--- src/rtl/fsm_pulse_seq_param_if.sv ---
// Pad bundle for the parametrised pulse-sequence FSM: one event input
// vector plus the registered observation/match outputs.
interface fsm_pulse_seq_param_if #(
  parameter int NUM_IN  = 2,
  parameter int SEQ_LEN = 3,
  parameter int CNT_W   = 4
);
  localparam int SW = $clog2(SEQ_LEN + 1);

  logic [NUM_IN-1:0] input_Pad;
  logic [SW-1:0]     state_obs_Pad;
  logic              output1_Pad;
  logic              mismatch_Pad;
  logic [CNT_W-1:0]  match_cnt_Pad;

  modport master (
    output input_Pad,
    input  state_obs_Pad,
    input  output1_Pad,
    input  mismatch_Pad,
    input  match_cnt_Pad
  );

  modport slave (
    input  input_Pad,
    output state_obs_Pad,
    output output1_Pad,
    output mismatch_Pad,
    output match_cnt_Pad
  );
endinterface

--- src/rtl/fsm_pulse_seq_param.sv ---
// Programmable pulse-sequence detector: walks SEQ_LEN exact-match event masks,
// flags wrong events, and counts completed matches (restart or latch mode).
module fsm_pulse_seq_param #(
  parameter int                          NUM_IN      = 2,
  parameter int                          SEQ_LEN     = 3,
  parameter logic [NUM_IN*SEQ_LEN-1:0]   SEQ_PATTERN = 6'b111001,
  parameter int                          MODE        = 0,
  parameter int                          CNT_W       = 4
) (
  input logic                  GCLK_Pad,
  input logic                  reset_Pad,
  fsm_pulse_seq_param_if.slave bus
);
  localparam int SW = $clog2(SEQ_LEN + 1);

  typedef enum logic [SW-1:0] {
    S_START = '0,
    S_DONE  = SW'(SEQ_LEN)
  } state_e;

  logic [NUM_IN-1:0] step_mask [SEQ_LEN];

  generate
    if (NUM_IN < 1 || SEQ_LEN < 2) begin : g_bad_size
      $error("fsm_pulse_seq_param: NUM_IN must be >= 1 and SEQ_LEN >= 2");
    end
    for (genvar gi = 0; gi < SEQ_LEN; gi++) begin : g_step
      if (SEQ_PATTERN[gi*NUM_IN +: NUM_IN] == '0) begin : g_zero_step
        $error("fsm_pulse_seq_param: step mask %0d is zero", gi);
      end
      assign step_mask[gi] = SEQ_PATTERN[gi*NUM_IN +: NUM_IN];
    end
  endgenerate

  state_e           state_q, state_d;
  logic             out1_q, out1_d;
  logic             mism_q, mism_d;
  logic [CNT_W-1:0] cnt_q, cnt_d;

  logic [NUM_IN-1:0] ev;
  logic [NUM_IN-1:0] cur_step;
  logic              state_legal;
  logic              is_done;
  logic              is_last;

  assign ev = bus.input_Pad;

  // Mux instead of direct indexing so an illegal state never reads out of range.
  always_comb begin
    cur_step = step_mask[0];
    for (int i = 1; i < SEQ_LEN; i++) begin
      if (state_q == SW'(i)) begin
        cur_step = step_mask[i];
      end
    end
  end

  assign is_done     = (MODE != 0) && (state_q == S_DONE);
  assign is_last     = (state_q == SW'(SEQ_LEN - 1));
  assign state_legal = (MODE != 0) ? (state_q <= S_DONE) : (state_q < S_DONE);

  always_comb begin
    state_d = state_q;
    out1_d  = 1'b0;
    mism_d  = 1'b0;
    cnt_d   = cnt_q;

    if (!state_legal) begin
      state_d = S_START;
    end else if (is_done) begin
      out1_d = 1'b1;
    end else if (ev != '0) begin
      if (ev == cur_step) begin
        if (is_last) begin
          out1_d  = 1'b1;
          state_d = (MODE != 0) ? S_DONE : S_START;
          if (cnt_q != '1) begin
            cnt_d = cnt_q + 1'b1;
          end
        end else begin
          state_d = state_e'(state_q + 1'b1);
        end
      end else begin
        // A wrong event that is itself the first step restarts at step 1.
        mism_d  = 1'b1;
        state_d = (ev == step_mask[0]) ? state_e'(SW'(1)) : S_START;
      end
    end
  end

  always_ff @(posedge GCLK_Pad) begin
    if (!reset_Pad) begin
      state_q <= S_START;
      out1_q  <= 1'b0;
      mism_q  <= 1'b0;
      cnt_q   <= '0;
    end else begin
      state_q <= state_d;
      out1_q  <= out1_d;
      mism_q  <= mism_d;
      cnt_q   <= cnt_d;
    end
  end

  assign bus.state_obs_Pad = state_q;
  assign bus.output1_Pad   = out1_q;
  assign bus.mismatch_Pad  = mism_q;
  assign bus.match_cnt_Pad = cnt_q;
endmodule

--- src/flat_wrapper.sv ---
// flat-port wrapper written by rule: the top's interface ports become plain ports
module fsm_pulse_seq_param_flat 
#(
  parameter int                          NUM_IN      = 2,
  parameter int                          SEQ_LEN     = 3,
  parameter logic [NUM_IN*SEQ_LEN-1:0]   SEQ_PATTERN = 6'b111001,
  parameter int                          MODE        = 0,
  parameter int                          CNT_W       = 4
)
  (GCLK_Pad, reset_Pad, bus_input_Pad, bus_state_obs_Pad, bus_output1_Pad, bus_mismatch_Pad, bus_match_cnt_Pad);
  fsm_pulse_seq_param_if #(.NUM_IN(NUM_IN), .SEQ_LEN(SEQ_LEN), .CNT_W(CNT_W)) bus_i ();
  input logic GCLK_Pad;
  input logic reset_Pad;
  input wire logic [$bits(bus_i.input_Pad)-1:0] bus_input_Pad;
  output wire logic [$bits(bus_i.state_obs_Pad)-1:0] bus_state_obs_Pad;
  output wire logic [$bits(bus_i.output1_Pad)-1:0] bus_output1_Pad;
  output wire logic [$bits(bus_i.mismatch_Pad)-1:0] bus_mismatch_Pad;
  output wire logic [$bits(bus_i.match_cnt_Pad)-1:0] bus_match_cnt_Pad;
  assign bus_i.input_Pad = bus_input_Pad;
  assign bus_state_obs_Pad = bus_i.state_obs_Pad;
  assign bus_output1_Pad = bus_i.output1_Pad;
  assign bus_mismatch_Pad = bus_i.mismatch_Pad;
  assign bus_match_cnt_Pad = bus_i.match_cnt_Pad;
  fsm_pulse_seq_param #(.NUM_IN(NUM_IN), .SEQ_LEN(SEQ_LEN), .SEQ_PATTERN(SEQ_PATTERN), .MODE(MODE), .CNT_W(CNT_W)) u_core (.GCLK_Pad(GCLK_Pad), .reset_Pad(reset_Pad), .bus(bus_i));
endmodule
--- config.mk ---
export PLATFORM = sky130hd
export DESIGN_NAME = fsm_pulse_seq_param_flat
export DESIGN_NICKNAME = d
export VERILOG_FILES = /design/src/rtl/fsm_pulse_seq_param_if.sv /design/src/rtl/fsm_pulse_seq_param.sv /design/src/flat_wrapper.sv
export SDC_FILE = /design/constraint.sdc
export NUM_CORES = 1
export LEC_CHECK = 0
export ABC_CLOCK_PERIOD_IN_PS = 2100
export BUFFER_PORTS_ARGS = -buffer_cell sky130_fd_sc_hd__buf_4
export CAP_MARGIN = 0
export CELL_PAD_IN_SITES_DETAIL_PLACEMENT = 1
export CELL_PAD_IN_SITES_GLOBAL_PLACEMENT = 1
export CORE_MARGIN = 2
export CORE_UTILIZATION = 36
export DETAILED_ROUTE_END_ITERATION = 12
export PLACE_DENSITY_LB_ADDON = 0.1
export SYNTH_ARGS = -nofsm -noshare
export SYNTH_HDL_FRONTEND = slang
export SYNTH_SLANG_ARGS = --single-unit
--- constraint.sdc ---
create_clock -name GCLK_Pad -period 2.1 [get_ports GCLK_Pad]
set_input_delay 0.105 -clock GCLK_Pad [delete_from_list [all_inputs] [get_ports GCLK_Pad]]
set_output_delay 0.105 -clock GCLK_Pad [all_outputs]
set_load 0.005 [all_outputs]
# ---- Word-level counts from Yosys, hierarchy flattened
# Cells that the tools add are included.
dict set report word_totals {
  output_inout_bits 8
  regBits 8
  wordCells 24
}
dict set report classes {
  n_mux 7
  n_reduce_logical 5
  eq_ne 5
  order_cmp 1
  addsub 2
}
# op n
set ops {}
lappend ops {{2-bit two-way mux} 4}
lappend ops {{5-bit AND reduction} 1}
lappend ops {{4-bit by 1-bit adder with 4-bit output, second input constant} 1}
lappend ops {{2-bit by 1-bit equality test with 1-bit output, second input constant} 2}
lappend ops {{4-bit != test, second input constant} 1}
lappend ops {{4-bit AND reduction} 1}
lappend ops {{1-bit two-way mux} 3}
lappend ops {{3-bit AND reduction} 1}
lappend ops {{2-bit by 1-bit adder with 2-bit output, second input constant} 1}
lappend ops {{2-bit equality test} 1}
lappend ops {{2-bit equality test, second input constant} 1}
lappend ops {{2-bit < comparator, second input constant} 1}
lappend ops {{2-bit AND reduction} 1}
lappend ops {{2-bit nonzero test} 1}

# ---- Depth between registers and ports, before layout
# Gate-level depths: netlist of the first run.
dict set report logic_depth {
  ltp_word 5
  depth_mapped 6
  ltp_nobuf 6
}

# ---- Worst setup path before layout of the first run
# No wires, ideal clock.
dict set report synth_path {
  path_kind {register -> register}
  from {register u_core.state_q[0], in the netlist u_core.bus.state_obs_Pad[0]}
  to {register u_core.cnt_q[0], in the netlist u_core.bus.match_cnt_Pad[0]}
  required_ns 2.028
  arrival_ns 1.688
  path_slack_ns 0.340
  synth_period_minus_slack_ns 1.760
  setup_time_ns 0.072
  stages_incl_launch_ff 7
  path_cell_list {dfxtp_1 > inv_1 > ha_1 > xnor2_1 > a31oi_2 > a311oi_2 > mux2i_1}
}
dict set report synth_between {
  elab_chain_cells 5
  word_cells_on_any_way 7
  cone_classes {1 x order compare; 3 x eq/ne; 2 x mux; 1 x reduce/logical}
}
# item line_no
set synth_lines {}
lappend synth_lines {{start: declaration} fsm_pulse_seq_param.sv:35} ;# state_e state_q, state_d;
lappend synth_lines {{start signal: assignment} fsm_pulse_seq_param.sv:98} ;# state_q <= state_d;
lappend synth_lines {{2-bit by 1-bit equality test with 1-bit output} fsm_pulse_seq_param.sv:52} ;# if (state_q == SW'(i)) begin
lappend synth_lines {{2-bit two-way mux (2 in series)} fsm_pulse_seq_param.sv:52}
lappend synth_lines {{2-bit equality test} fsm_pulse_seq_param.sv:73} ;# if (ev == cur_step) begin
lappend synth_lines {{5-bit AND reduction (no line) *} n/a}
lappend synth_lines {{end signal: assignment} fsm_pulse_seq_param.sv:101} ;# cnt_q <= cnt_d;
lappend synth_lines {{end: declaration} fsm_pulse_seq_param.sv:38} ;# logic [CNT_W-1:0] cnt_q, cnt_d;
# Mark *: on every way between the ends. The rest lies on a longest branch, timed or not.
# A chain may end at the register's enable or synchronous reset.

# ---- Final worst setup path of the first run
# Ends and elaborated chain as after synthesis.

==> impl_metrics.py, run 1 <==
metrics = {
    "outcome": {
        "outcome": "finished clean",
    },
    "clock_tree": {
        "clock-root-buffer": "clkbuf_4",
        "clkSinkCount": 8,
        "cts_tree": "yes",
        "ctsHtreeMaxLevel": 1,
        "cts_buffers": 3,
        "clockBufferDepth": 2,
        "worstSkewPairLatency_ns": 0.26,
        "path_clk_slew_ns": 0.05,
        "post-cts-setup-buffer-count": 0,
    },
    "routing": {
        "vias": 439,
        "routed_wl_um": 1030,
        "ant_nets": 0,
        "first_iter_violations": 6,
        "dr.pass1.iters": 3,
        "vias_per_cell": 5.23,
        "avgRoutedWirePerCell_um": 12.3,
        "drc_errors": 0,
    },
    "synth": {
        "ys_seq_elements": 8,
        "synth_area_leaders": "dfxtp_1, ha_1, mux2i_1",
        "netlist.area_leader.share": 0.314,
        "yosysSeqAreaShare": 0.314,
        "synth_area_um2": 509,
        "synth_cells": 57,
        "synth_area_per_cell_um2": 8.93,
        "ys_types": 22,
        "synth_nets": 66,
        "synth_top_area_cell": "dfxtp_1",
        "synth_warnings": 0,
    },
    "grt": {
        "grt_start_max_net_pins": 10,
        "overflow": 0,
        "grt_pass1_wl_um": 1850,
        "grt_usage": 0.145,
        "antenna_found_initial": 0,
        "grt_pass1_vias": 434,
    },
    "power_and_ir_drop": {
        "power.switching_uw": 84.6,
        "p_sw_frac": 0.259,
        "power.internal_uw": 242,
        "p_clk_frac": 0.374,
        "combPwrFrac": 0.142,
        "powerDensity_nw_per_um2": 535,
        "ir_drop_v": 0.000246,
        "p_leak_nw": 0.247,
        "seqPwrFrac": 0.483,
    },
    "finish": {
        "nNetsFinal": 80,
        "final_layout_size_suffix_gt1_frac": 0.261,
        "diodes": 0,
        "mostFrequentLayoutCells": "buf_4, dfxtp_1, inv_1, nand2_1, ha_1",
        "area_delta_synth_final_pct": 19.9,
        "final_common_cell": "buf_4",
        "instances_no_fill": 84,
    },
    "setup_path": {
        "critical_path_class": "reg2reg",
        "cpPeakStageDelay_ns": 0.40,
        "critPathArrivalTime_ns": 2.07,
        "crit_chain": "inv_1 > ha_1 > xnor2_1 > a31oi_2 > a311oi_2 > mux2i_1",
        "slowest_stage": "dfxtp_1",
        "crit_family": "compound AO/OA/AOI/OAI gates",
        "critical_path.startpoint_type": "flip-flop",
        "cp.buffers_inverters": 1,
        "cp.depth": 6,
        "r2r_cells": 6,
        "crit_path_end_kind": "flip-flop",
        "cp.required_ns": 2.29,
        "worstPathMaxFanout": 7,
    },
    "floorplanning": {
        "io_pins": 12,
        "die_y_um": 41.6,
        "initial_utilization": 0.387,
        "rows": 13,
        "design.die.area_um2": 1730,
        "core_um2": 1320,
        "die_x_um": 41.6,
    },
    "placement": {
        "finalWeightedCongestion": 0.676,
        "dp_cells": 81,
        "post-place-ws_ns": 0.166,
        "io_buffers": 11,
        "dpl.hpwl_um": 820,
    },
    "sta": {
        "worst_pin_slew_ns": 0.301,
        "setup_ws_ns": 0.221,
        "slew_headroom": 0.794,
        "final_max_slew_viol_count": 0,
        "finalSetupTns_ns": 0,
        "finalClockSkew_ns": 0.00236,
        "hold_viol": 0,
        "grt_setup_unrepaired": "no",
        "setup_violations": 0,
        "period_minus_slack_ns": 1.88,
        "finalCritPeriodShare": 0.895,
        "fmax_mhz": 532,
    },
    "run": {
        "maxCapViolCount": 0,
    },
    "min_path": {
        "hp-class": "in2reg",
        "worstHoldPathCells": 2,
    },
}
## Yosys cell counts
cell type  count
nor3b_1        1
a311oi_2       1
inv_1          6
buf_6          2
nand2b_1       3
a31oi_2        1
o31ai_1        1
a21oi_1        1
nor3_1         3
o21a_1         1
nor2_1         2
mux2i_1        4
o21ai_0        3
o311a_2        1
dfxtp_1        8
xnor2_1        1
nand2_1        6
and2b_2        1
ha_1           5
and4b_1        1
nand3_1        4
a2111oi_0      1
## path summary, 6_finish.rpt
path                                                  start                           to  slack [ns]
worst max-delay path            u_core.bus.state_obs_Pad[0]  u_core.bus.match_cnt_Pad[0]        0.22
worst min-delay path                       bus_input_Pad[0]  u_core.bus.state_obs_Pad[1]        0.08
worst max register to register  u_core.bus.state_obs_Pad[0]  u_core.bus.match_cnt_Pad[0]        0.22
worst min register to register  u_core.bus.match_cnt_Pad[1]  u_core.bus.match_cnt_Pad[1]        0.51
## area by class of cell
class                      instances  area, um^2
inverter                           6        22.5
timing repair buffer              11        82.6
clock buffer                       3        22.5
fill                             163         707
tap                               15        18.8
multi-input combinational         41         304
sequential                         8         160
## stage by stage
stage | cell area, um^2 | utilization | hold slack, ns | power, mW
after detailed placement | 588 | 0.446 | 0.352 | 0.209
after CTS | 611 | 0.463 | 0.0655 | 0.338
final | 611 | 0.463 | 0.0786 | 0.326
after floorplan | 509 | - | 0.245 | 0.195
after global placement | 588 | 0.446 | 0.352 | 0.208
after global routing | 611 | 0.463 | 0.0735 | 0.351
## registers in the layout, indices dropped and copies added (netlist names)
name,flops
u_core.bus.match_cnt_Pad,4
u_core.bus.state_obs_Pad,2
u_core.bus.mismatch_Pad,1
u_core.bus.output1_Pad,1
## timing repair
item	in CTS	in global routing
hold buffers	0	0
setup endpoints to repair	0	1
resized for setup	0	0
## power groups by stage
| stage | clock network (mW) | registers, mW | logic (mW) |
|---|---|---|---|
| finish | 0.122 | 0.158 | 0.0464 |
| global route | 0.139 | 0.158 | 0.0541 |
| CTS | 0.133 | 0.158 | 0.0475 |
| detailed placement | 0 | 0.161 | 0.0474 |
| global placement | 0 | 0.161 | 0.0469 |
| floorplan | 0 | 0.161 | 0.0336 |
## cells by family (layout without fill, tap and decap cells)
group           count (synthesis)  count (layout)  share of synthesized area
buf+inv                         8              20                     0.0884
xor+xnor                        1               1                     0.0172
mux                             4               4                     0.0786
fa+ha+maj                       5               5                      0.123
simple gates                   21              21                      0.216
flops                           8               8                      0.314
compound gates                 10              10                      0.162
## metal layers
layer / global-route usage / part of all wire / wire [um]
met4: 0.0774 / 0.0048 / 5
met2: 0.219 / 0.46 / 471
met5: 0 / 0 / 0
met1: 0.171 / 0.48 / 495
met3: 0.0652 / 0.058 / 60
(Power assumes the default switching activity.)
==> run 2, diff against run 1 <==
--- a/config.mk
+++ b/config.mk
@@ -5,12 +5,10 @@
 export SDC_FILE = /design/constraint.sdc
 export NUM_CORES = 1
 export LEC_CHECK = 0
-export ABC_CLOCK_PERIOD_IN_PS = 2100
 export BUFFER_PORTS_ARGS = -buffer_cell sky130_fd_sc_hd__buf_4
 export CAP_MARGIN = 0
 export CELL_PAD_IN_SITES_DETAIL_PLACEMENT = 1
 export CELL_PAD_IN_SITES_GLOBAL_PLACEMENT = 1
-export CORE_MARGIN = 2
 export CORE_UTILIZATION = 36
 export DETAILED_ROUTE_END_ITERATION = 12
 export PLACE_DENSITY_LB_ADDON = 0.1
==> run 2 against run 1 <==
  * Via count is the same
  * Total power down 0.49%
  * Core utilization rose by 0.58 points
  * Combinational power increased by 2%
  * Global-route usage grew 1.7 points
  * Wire length about the same
  * First-iteration DRC count shrank 50%
  * Design area unchanged
  * Die area down 9.4%
  * Fmax shrank 2.1%
  * Sequential share of layout area did not move
  * Register-to-register slack worse by 0.04 ns
==> impl_metrics.py, run 2 (same netlist as run 1, synthesis figures left out) <==
metrics = {
    "outcome": {
        "outcome": "finished clean",
    },
    "placement": {
        "post-place-ws_ns": 0.195,
        "dpl.hpwl_um": 781,
        "finalWeightedCongestion": 0.633,
        "io_buffers": 11,
    },
    "clock_tree": {
        "cts.hold.buffers_added": 0,
        "cts_resized": 0,
        "clock-root-buffer": "clkbuf_4",
        "ctsHtreeMaxLevel": 1,
        "clockBufferDepth": 2,
        "clkSinkCount": 8,
        "worstSkewPairLatency_ns": 0.26,
        "cts_buffers": 3,
        "post-cts-setup-buffer-count": 0,
        "path_clk_slew_ns": 0.06,
        "cts_tree": "yes",
    },
    "finish": {
        "final_common_cell": "buf_4",
        "final_layout_size_suffix_gt1_frac": 0.261,
        "area_delta_synth_final_pct": 19.9,
        "fill_cells": 166,
        "nNetsFinal": 80,
        "final_util": 0.469,
        "largest_register_ffs": 4,
        "mostFrequentLayoutCells": "buf_4, dfxtp_1, inv_1, nand2_1, ha_1",
        "layout.area.seq_um2": 160,
        "multi_input_area_um2": 304,
        "diodes": 0,
    },
    "setup_path": {
        "critPathArrivalTime_ns": 2.11,
        "critical_path_class": "reg2reg",
        "crit_chain": "inv_1 > ha_1 > xnor2_1 > a31oi_2 > a311oi_2 > mux2i_1",
        "cp.required_ns": 2.29,
        "r2r_cells": 6,
        "r2r_setup_slack_ns": 0.18,
        "r2r_end": "u_core.bus.match_cnt_Pad[1]",
        "slowest_stage": "dfxtp_1",
        "cpPeakStageDelay_ns": 0.39,
        "worstPathMaxFanout": 7,
        "r2r-start": "u_core.bus.state_obs_Pad[0]",
        "crit_path_end_kind": "flip-flop",
        "critical_path.startpoint_type": "flip-flop",
    },
    "routing": {
        "drc_errors": 0,
        "ant_nets": 0,
        "first_iter_violations": 3,
        "routed_wl_um": 1030,
        "vias": 439,
        "vias_per_cell": 5.23,
        "dr.pass1.iters": 4,
        "avgRoutedWirePerCell_um": 12.3,
    },
    "floorplanning": {
        "die_x_um": 39.6,
        "core_um2": 1300,
        "design.die.area_um2": 1570,
        "initial_utilization": 0.391,
        "io_pins": 12,
        "rows": 13,
        "die_y_um": 39.6,
    },
    "grt": {
        "grt_usage": 0.162,
        "grt_pass1_vias": 408,
        "grt_pass1_wl_um": 1640,
        "overflow": 0,
        "antenna_found_initial": 0,
        "grt_start_max_net_pins": 10,
    },
    "power_and_ir_drop": {
        "powerDensity_nw_per_um2": 532,
        "power_uw": 325,
        "p_leak_nw": 0.247,
        "ir_drop_v": 0.000222,
    },
    "min_path": {
        "worstHoldPathCells": 2,
        "whs_endpoint": "u_core.bus.state_obs_Pad[1]",
        "hold_start": "bus_input_Pad[0]",
        "hp-class": "in2reg",
    },
    "sta": {
        "worst_pin_slew_ns": 0.300,
        "fmax_mhz": 521,
        "setup_violations": 0,
        "setup_ws_ns": 0.180,
        "finalClockSkew_ns": 0.00699,
        "hold_viol": 0,
        "finalSetupTns_ns": 0,
        "period_minus_slack_ns": 1.92,
        "grt_setup_unrepaired": "no",
        "slew_headroom": 0.795,
        "final_max_slew_viol_count": 0,
        "finalCritPeriodShare": 0.914,
    },
    "run": {
        "maxCapViolCount": 0,
    },
}
==> run 2: cell counts in the layout (fill, tap and decap cells not counted) <==
No cell type changed its count.
==> run 2: through the flow <==
stage	cell area, um^2	hold slack (ns)	std cells
after floorplan	509	0.245	57
after global placement	588	0.361	81
after detailed placement	588	0.359	81
after CTS	611	0.0888	84
after global routing	611	0.101	84
final	611	0.0901	84
==> run 2: how the worst max path moves through the flow <==
stage / startpoint / depth (start not counted) / slack, ns / to
floorplan: u_core.bus.state_obs_Pad[0] / 6 / 0.34 / u_core.bus.match_cnt_Pad[0]
global placement: u_core.bus.state_obs_Pad[0] / 6 / 0.26 / u_core.bus.match_cnt_Pad[0]
detailed placement: u_core.bus.state_obs_Pad[0] / 6 / 0.19 / u_core.bus.match_cnt_Pad[1]
CTS: u_core.bus.state_obs_Pad[0] / 6 / 0.17 / u_core.bus.match_cnt_Pad[1]
global route: u_core.bus.state_obs_Pad[0] / 6 / 0.07 / u_core.bus.match_cnt_Pad[0]
finish: u_core.bus.state_obs_Pad[0] / 6 / 0.18 / u_core.bus.match_cnt_Pad[1]
==> run 2: critical path: cells and delay by family, from the launching register on <==
family	cells	cell delay [ns]
fa+ha+maj	1	0.39
xor+xnor	1	0.22
flops	1	0.39
mux	1	0.23
compound gates	2	0.54
buf+inv	1	0.09
==> run 2: layer usage <==
metal / up-vias / global-route usage / wire length (um)
li1: 225 / - / -
met1: 200 / 0.173 / 492
met2: 12 / 0.270 / 482
met3: 2 / 0.0511 / 41
met4: 0 / 0.103 / 19
met5: - / 0 / 0
==> run 2: layout make-up <==
cell class / count / area share
well taps: 15 / 0.0307
flip-flops and latches: 8 / 0.262
clock buffers: 3 / 0.0369
multi-input cells: 41 / 0.498
repair buffers: 11 / 0.135
inverters: 6 / 0.0369
==> run 2: power by group <==
group	internal, mW	switching, mW
Combinational	0.0211	0.0263
Clock	0.0655	0.0543
Sequential	0.155	0.00248
==> run 3, diff against run 2 <==
--- a/config.mk
+++ b/config.mk
@@ -9,7 +9,8 @@
 export CAP_MARGIN = 0
 export CELL_PAD_IN_SITES_DETAIL_PLACEMENT = 1
 export CELL_PAD_IN_SITES_GLOBAL_PLACEMENT = 1
-export CORE_UTILIZATION = 36
+export CORE_UTILIZATION = 39
+export CTS_BUF_LIST = sky130_fd_sc_hd__clkbuf_2
 export DETAILED_ROUTE_END_ITERATION = 12
 export PLACE_DENSITY_LB_ADDON = 0.1
 export SYNTH_ARGS = -nofsm -noshare
==> run 3 against run 2 <==
  * Critical endpoint unchanged
  * Via count is 1.4% lower
  * Count of clock-buffer cells in the layout stayed put
  * Largest cell class unchanged
  * Clock power is 25% lower
  * Sequential power hardly changed
  * Critical path type unchanged
  * Core utilization is 5.1 points higher
  * Register-to-register slack better by 0.04 ns
  * Total power is 9.3% lower
  * Wire length is 1.5% lower
  * Combinational power hardly changed
==> impl_metrics.py, run 3 (same netlist as run 1, synthesis figures left out) <==
metrics = {
    "finish": {
        "area_delta_synth_final_pct": 18.2,
        "final_common_cell": "buf_4",
        "mostFrequentLayoutCells": "buf_4, dfxtp_1, inv_1, nand2_1, ha_1",
        "nNetsFinal": 80,
        "final_layout_size_suffix_gt1_frac": 0.261,
        "fill_cells": 145,
        "final_util": 0.521,
        "diodes": 0,
        "largest_register_ffs": 4,
    },
    "power_and_ir_drop": {
        "ir_drop_v": 0.000359,
        "p_leak_nw": 0.245,
        "powerDensity_nw_per_um2": 489,
    },
    "sta": {
        "fmax_mhz": 531,
        "final_max_slew_viol_count": 0,
        "finalClockSkew_ns": 0.00301,
        "grt_setup_unrepaired": "no",
        "period_minus_slack_ns": 1.88,
        "finalSetupTns_ns": 0,
        "slew_headroom": 0.766,
        "hold_viol": 0,
        "setup_violations": 0,
        "worst_pin_slew_ns": 0.342,
        "finalCritPeriodShare": 0.896,
    },
    "grt": {
        "grt_pass1_vias": 415,
        "grt_pass1_wl_um": 1700,
        "grt_start_max_net_pins": 10,
        "grt-busiest-layer": "met2",
        "grt_usage": 0.172,
        "globalRouteMet3Util": 0.0349,
        "grtUsageMet2": 0.331,
        "antenna_found_initial": 0,
        "overflow": 0,
        "grt_use_met1": 0.173,
    },
    "clock_tree": {
        "ctsHtreeMaxLevel": 1,
        "cts_resized": 0,
        "cts_buffers": 3,
        "clock-root-buffer": "clkbuf_2",
        "worstSkewPairLatency_ns": 0.23,
        "path_clk_slew_ns": 0.07,
        "cts_tree": "yes",
        "clockBufferDepth": 2,
        "clkSinkCount": 8,
    },
    "placement": {
        "finalWeightedCongestion": 0.626,
        "dpl.hpwl_um": 833,
        "io_buffers": 11,
    },
    "setup_path": {
        "crit_path_end_kind": "flip-flop",
        "crit_family": "compound AO/OA/AOI/OAI gates",
        "cp.buffers_inverters": 1,
        "crit_chain": "inv_1 > ha_1 > xnor2_1 > a31oi_2 > a311oi_2 > mux2i_1",
        "cp.required_ns": 2.26,
        "critical_path_class": "reg2reg",
        "worstPathMaxFanout": 7,
        "cpPeakStageDelay_ns": 0.40,
        "critPathArrivalTime_ns": 2.04,
        "critical_path.startpoint_type": "flip-flop",
        "slowest_stage": "dfxtp_1",
    },
    "floorplanning": {
        "rows": 12,
        "design.die.area_um2": 1450,
        "initial_utilization": 0.440,
        "core_um2": 1160,
        "io_pins": 12,
        "die_x_um": 38.1,
        "die_y_um": 38.1,
    },
    "routing": {
        "routed_wl_um": 1020,
        "dr.pass1.iters": 2,
        "ant_nets": 0,
        "vias": 433,
        "first_iter_violations": 5,
        "vias_per_cell": 5.22,
        "drc_errors": 0,
        "avgRoutedWirePerCell_um": 12.3,
    },
    "run": {
        "maxCapViolCount": 0,
    },
    "outcome": {
        "outcome": "finished clean",
    },
    "min_path": {
        "hp-class": "in2reg",
    },
}
## run 3: cell count changes in the layout (fill, tap and decap cells not counted)
cell / previous run / this run
clkbuf_2: 0 / 3
clkbuf_4: 3 / 0
## run 3: power breakdown
group          switching [mW]  leakage (nW)  total, mW  internal [mW]
logic                  0.0265         0.168     0.0476         0.0211
registers             0.00251        0.0649      0.157          0.155
clock network          0.0506        0.0125     0.0895         0.0390
## run 3: what timing repair did
action                                 in CTS  in global routing
buffers inserted                            0                  0
endpoints found under the hold margin       0                  0
hold buffers                                0                  0
setup endpoints to repair                   0                  2
## run 3: path summary, 6_finish.rpt
kind                                                  start                          end  slack [ns]  depth (start not counted)
worst max-delay path            u_core.bus.state_obs_Pad[0]  u_core.bus.match_cnt_Pad[1]        0.22                          6
worst min-delay path                       bus_input_Pad[0]  u_core.bus.state_obs_Pad[1]        0.10                          2
worst max register to register  u_core.bus.state_obs_Pad[0]  u_core.bus.match_cnt_Pad[1]        0.22                          6
worst min register to register  u_core.bus.match_cnt_Pad[0]  u_core.bus.match_cnt_Pad[0]        0.51                          2
## run 3: metal layers
metal / vias up / wire [um]
met5: - / 0
met4: 0 / 17
met3: 2 / 35
met2: 11 / 496
met1: 197 / 469
li1: 223 / -
## run 3: layout make-up
type | count | area [um^2] | share of cell area
sequential | 8 | 160 | 0.266
clock buffer | 3 | 15.0 | 0.0249
multi-input combinational | 41 | 304 | 0.505
inverter | 6 | 22.5 | 0.0374
tap | 14 | 17.5 | 0.0291
timing repair buffer | 11 | 82.6 | 0.137
## run 3: through the flow
stage               hold slack, ns  setup slack [ns]  area [um^2]  total power [mW]  std cells
floorplan                    0.245             0.340          509             0.195         57
global placement             0.352             0.252          587             0.208         80
detailed placement           0.354             0.158          587             0.209         80
CTS                         0.0998             0.157          602             0.299         83
global route                 0.104            0.0398          602             0.310         83
finish                       0.101             0.218          602             0.295         83
## run 3: worst reg2reg max path: cells and delay by family, from the launching register on
family | cells | cell delay, ns
DFF | 1 | 0.40
xor gates and xnor gates | 1 | 0.22
buffers and inverters | 1 | 0.09
adders and majority gates | 1 | 0.39
muxes | 1 | 0.22
AOI/OAI and AO/OA | 2 | 0.50
